### src/rtl/phoenix_input_buffer.sv
// Phoenix router input port: circular flit FIFO with credit flow control,
// packet-framing FSM and XY route request toward the switch control.
module phoenix_input_buffer #(
    parameter int unsigned TAM_FLIT   = 16,
    parameter int unsigned BUFF_DEPTH = 16,
    parameter int unsigned ADDR_X     = 0,
    parameter int unsigned ADDR_Y     = 0,
    localparam int unsigned PTR_W     = $clog2(BUFF_DEPTH)
) (
    input  logic                clock,
    input  logic                reset,
    input  logic                rx,
    input  logic [TAM_FLIT-1:0] data_in,
    output logic                credit_o,
    output logic                h,
    output logic [2:0]          route,
    input  logic                ack_h,
    output logic                data_av,
    output logic [TAM_FLIT-1:0] data_out,
    input  logic                data_ack,
    output logic                sender,
    output logic [PTR_W:0]      count
);

    localparam int unsigned       HALF = TAM_FLIT / 2;
    localparam logic [HALF-1:0]   MY_X = HALF'(ADDR_X);
    localparam logic [HALF-1:0]   MY_Y = HALF'(ADDR_Y);
    localparam logic [PTR_W:0]    FULL = (PTR_W + 1)'(BUFF_DEPTH);

    localparam logic [2:0] EAST  = 3'd0;
    localparam logic [2:0] WEST  = 3'd1;
    localparam logic [2:0] NORTH = 3'd2;
    localparam logic [2:0] SOUTH = 3'd3;
    localparam logic [2:0] LOCAL = 3'd4;

    typedef enum logic [2:0] {
        S_IDLE,
        S_REQ,
        S_HDR,
        S_SIZE,
        S_PAYLOAD
    } state_t;

    state_t              state_q, state_d;
    logic [TAM_FLIT-1:0] mem_q [BUFF_DEPTH];
    logic [PTR_W-1:0]    wr_ptr_q, wr_ptr_d;
    logic [PTR_W-1:0]    rd_ptr_q, rd_ptr_d;
    logic [PTR_W:0]      count_q, count_d;
    logic [TAM_FLIT-1:0] flit_cnt_q, flit_cnt_d;
    logic [2:0]          route_q, route_d;

    logic wr_en;
    logic rd_en;
    logic not_empty;

    // Dimension-ordered routing: resolve X first, then Y, else deliver locally.
    function automatic logic [2:0] xyRoute(input logic [TAM_FLIT-1:0] hdr);
        logic [HALF-1:0] dx;
        logic [HALF-1:0] dy;
        logic [2:0]      dir;
        dx = hdr[TAM_FLIT-1:HALF];
        dy = hdr[HALF-1:0];
        if (dx > MY_X)      dir = EAST;
        else if (dx < MY_X) dir = WEST;
        else if (dy > MY_Y) dir = NORTH;
        else if (dy < MY_Y) dir = SOUTH;
        else                dir = LOCAL;
        return dir;
    endfunction

    assign not_empty = (count_q != '0);
    assign credit_o  = reset & (count_q != FULL);
    assign wr_en     = rx & credit_o;
    assign rd_en     = data_av & data_ack;
    assign data_out  = mem_q[rd_ptr_q];
    assign count     = count_q;
    assign route     = route_q;

    // The header flit always reaches the head before S_HDR, so it needs no occupancy check.
    assign h       = reset & (state_q == S_REQ);
    assign sender  = reset & ((state_q == S_HDR) | (state_q == S_SIZE) | (state_q == S_PAYLOAD));
    assign data_av = reset & ((state_q == S_HDR) |
                              (((state_q == S_SIZE) | (state_q == S_PAYLOAD)) & not_empty));

    always_comb begin
        wr_ptr_d = wr_ptr_q;
        rd_ptr_d = rd_ptr_q;
        count_d  = count_q;
        if (wr_en) wr_ptr_d = wr_ptr_q + PTR_W'(1);
        if (rd_en) rd_ptr_d = rd_ptr_q + PTR_W'(1);
        case ({wr_en, rd_en})
            2'b10:   count_d = count_q + (PTR_W + 1)'(1);
            2'b01:   count_d = count_q - (PTR_W + 1)'(1);
            default: count_d = count_q;
        endcase
    end

    always_comb begin
        state_d    = state_q;
        route_d    = route_q;
        flit_cnt_d = flit_cnt_q;
        case (state_q)
            S_IDLE: begin
                if (not_empty) begin
                    route_d = xyRoute(data_out);
                    state_d = S_REQ;
                end
            end
            S_REQ: begin
                if (ack_h) state_d = S_HDR;
            end
            S_HDR: begin
                if (rd_en) state_d = S_SIZE;
            end
            S_SIZE: begin
                if (rd_en) begin
                    flit_cnt_d = data_out;
                    state_d    = (data_out == '0) ? S_IDLE : S_PAYLOAD;
                end
            end
            S_PAYLOAD: begin
                if (rd_en) begin
                    flit_cnt_d = flit_cnt_q - TAM_FLIT'(1);
                    if (flit_cnt_q == TAM_FLIT'(1)) state_d = S_IDLE;
                end
            end
            default: state_d = S_IDLE;
        endcase
    end

    always_ff @(posedge clock) begin
        if (!reset) begin
            state_q    <= S_IDLE;
            wr_ptr_q   <= '0;
            rd_ptr_q   <= '0;
            count_q    <= '0;
            flit_cnt_q <= '0;
            route_q    <= '0;
        end else begin
            state_q    <= state_d;
            wr_ptr_q   <= wr_ptr_d;
            rd_ptr_q   <= rd_ptr_d;
            count_q    <= count_d;
            flit_cnt_q <= flit_cnt_d;
            route_q    <= route_d;
        end
    end

    // Storage needs no reset; the pointers alone define what is valid.
    always_ff @(posedge clock) begin
        if (wr_en) mem_q[wr_ptr_q] <= data_in;
    end

endmodule

### config.mk
export PLATFORM = sky130hd
export DESIGN_NAME = phoenix_input_buffer
export DESIGN_NICKNAME = d
export VERILOG_FILES = /design/src/rtl/phoenix_input_buffer.sv
export SDC_FILE = /design/constraint.sdc
export NUM_CORES = 1
export LEC_CHECK = 0
export ABC_AREA = 0
export CAP_MARGIN = 0
export CORE_ASPECT_RATIO = 1.75
export CORE_UTILIZATION = 30
export DETAILED_ROUTE_END_ITERATION = 8
export MAX_ROUTING_LAYER = met4
export PLACE_DENSITY_LB_ADDON = 0.25
export SYNTH_ARGS = -nofsm -noshare
export SYNTH_HDL_FRONTEND = slang
export SYNTH_SLANG_ARGS = --single-unit
### constraint.sdc
create_clock -name clock -period 3.5 [get_ports clock]
set_input_delay 0.525 -clock clock [delete_from_list [all_inputs] [get_ports clock]]
set_output_delay 0.525 -clock clock [all_outputs]
set_load 0.02 [all_outputs]
==> results.cfg <==
[synthesis]
synth_top_area_share_pct = 64.06
synth.area.top_cells = edfxtp_1 (64%), mux4_2 (8.3%), dfxtp_1 (6.3%)
ys_async_sr_fraction_pct = 0
syn-num-nets = 760
synthMostInstantiatedCell = edfxtp_1
yosysWarningCount = 0
synth_seq_cells = 294
ys_seq_area_share_pct = 70.40
synth_enable_flop_cells = 256
synth_commonest_cells = edfxtp_1 (256), nor2_1 (57), mux4_2 (44)
synth_cell_types = 59
yosysTopAreaCell = edfxtp_1
syn-mean-instance-area_um2 = 16.48
postSynthCellCount = 728
syn-cell-area_um2 = 12000
ys.flop_type = edfxtp_1

[die]
core_area_um2 = 39280
fp.dieH_um = 266.6
ios = 49
dieWidth_um = 153.2
fp-row-count = 96
start_util_pct = 30.55
dieArea_um2 = 40840

[route]
vias_per_cell = 5.043
ant_nets = 0
dr.pass1.iters = 4
drtIter0Drc = 447
drcViolationCount = 0
routedWlPerCell_um = 22.13
routed_wirelength_um = 29630
vias = 6752

[timing]
relSlewSlack_pct = 55.50
tightest_slew_ps = 667.5
fmax_mhz = 297.7
finalHoldViolations = 0
report.final.slew_viol_count = 0
post-route-min-period_ps = 3359
setup_viol = 0
fin_crit_sh_pct = 95.96
fin_skew_ps = 19.49
hold_ws_ps = 489.8

[global_route]
track_usage_pct = 15.31
grt_max_degree = 41
grt_pass1_vias = 7131
globalRouteOverflowTotal = 0
grt_first_pass_wirelength_um = 44770
antenna_found_initial = 1

[cts]
root_buffer = clkbuf_16
cts_tree = yes
hold_buffers = 0
clockBufferDepth = 3
cts.htree.levels = 1
clk_pin_slew_ps = 70
cts.sinks = 294
insertion_delay_ps = 540
cts_buffers = 27

[pwr]
p_sw_w = 0.001454
clockPowerShare_pct = 42.5
swShare_pct = 20.16
p_per_area_nw_per_um2 = 500.1
p_leak_nw = 4.673
p_comb_share_pct = 4.0
p_int_w = 0.005761
vdd_drop_max_mv = 0.3795
seqPwrFrac_pct = 53.4

[placement]
dp.cells = 1289
gp_congestion = 0.8152
hpwlAfterDp_um = 20110
portBuffers = 47

[critical_path]
cpPeakStageDelay_ps = 660
critPathRequiredTime_ps = 2970
path_class = reg -> out
path_max_fanout = 29
r2r_start = count[1]$_SDFFE_PN0P_
start_kind = flip-flop
worstPathArrival_ps = 2830
endpoint_kind = primary output
slowest_stage = clkdlybuf4s50_1
crit_chain = buf_16 > mux2i_1 > a221oi_2 > nor2_1 > o21ai_1 > clkdlybuf4s50_1

[layout]
seqCellArea_um2 = 8453
stdcell_count = 1339
area_growth_syn_to_layout_pct = 20.24
multiInputGateArea_um2 = 3372
fin_nets = 860
final_layout_size_suffix_gt1_share_pct = 21.11
fill_cells = 3670

[worst_hold_path]
hp-start = flit_cnt_q[1]$_SDFFE_PN0P_
hold_path_class = reg -> reg

[run]
cap_viol_max_count = 0

[run_status]
outcome = finished clean
-- cell usage in the layout (no fill, tap or decap), types with 9 or more instances in the layout --
cell type	instances
edfxtp_1	256
buf_4	62
mux4_2	44
nor2_1	44
clkdlybuf4s50_1	44
dfxtp_1	36
mux2i_1	35
nand2_1	29
clkbuf_16	27
a22oi_1	26
a21oi_1	20
a221oi_1	15
o21ai_0	14
nor2_2	13
nor3_1	12
ha_1	11
or3_1	9
-- registers in the layout, indices dropped and copies added (netlist names), named ones only --
name and cells:
route 2, mem_q 256, flit_cnt_q 16, state_q 3
rd_ptr_q 4, count 5, wr_ptr_q 4
-- power groups by stage --
stage	logic (W)	registers (W)	clock network [W]
after floorplan	0.000136	0.00392	0
after global placement	0.000292	0.00393	0
after detailed placement	0.000295	0.00393	0
after CTS	0.000296	0.00385	0.00315
after global routing	0.000318	0.00386	0.00327
final	0.000291	0.00386	0.00307
-- logic make-up after synthesis --
family | count (synthesis) | synth area share, %
flops | 294 | 70.40
simple gates | 149 | 6.047
compound gates | 125 | 7.382
mux | 83 | 12.05
buf+inv | 54 | 2.137
fa+ha+maj | 11 | 1.147
xor+xnor | 11 | 0.8029
other cells | 1 | 0.03125
-- final timing paths --
| path | end | slack [ps] | cells after the start |
|---|---|---|---|
| max | data_out[3] | 140 | 6 |
| min | flit_cnt_q[1]$_SDFFE_PN0P_ | 490 | 2 |
| max reg2reg | count[4]$_SDFFE_PN0P_ | 440 | 14 |
| min reg2reg | flit_cnt_q[1]$_SDFFE_PN0P_ | 490 | 2 |
-- per-stage QoR --
| step | utilization [%] | power [W] | TNS (ps) | area [um^2] | setup WS, ps |
|---|---|---|---|---|---|
| 4_1_cts | 36.68 | 0.007305 | 0 | 14410 | 33.89 |
| 6_report | 36.74 | 0.007215 | 0 | 14430 | 141.4 |
| 5_1_grt | 36.74 | 0.007442 | -0.7208 | 14430 | -0.7208 |
| 3_3_place_gp | 34.33 | 0.004222 | 0 | 13490 | 274.3 |
| 2_1_floorplan | - | 0.004060 | 0 | 12000 | 36.55 |
| 3_5_place_dp | 34.33 | 0.004226 | 0 | 13490 | 282.9 |
-- per-layer routing --
metal	global-route usage (%)	vias to the layer above	wire length (um)
li1	-	3119	-
met1	16.15	3479	11430
met2	28.98	107	16550
met3	1.802	47	826
met4	5.624	0	837
met5	-	-	0
-- worst max-delay path, delay by kind of cell, from the launching register on --
kind            cells  cell delay [ps]
compound gates      2              660
buf+inv             2              880
flops               1              390
mux                 1              150
simple gates        1              160
-- area by class of cell --
class / count / area share, %
multi-input cells: 380 / 23.37
repair buffers: 114 / 7.171
diodes: 1 / 0.01734
clock inverters: 13 / 1.335
clock buffers: 36 / 4.986
well taps: 490 / 4.249
inverters: 11 / 0.2862
flip-flops and latches: 294 / 58.58
-- timing repair --
| action | 4_1_cts | 5_1_grt |
|---|---|---|
| endpoints found under the hold margin | 0 | 0 |
| setup endpoints to repair | 4 | 4 |
| buffers inserted | 0 | 0 |
| gates cloned | 0 | 0 |
| gates resized for setup | 5 | 5 |
Power figures use the tool's default switching activity.
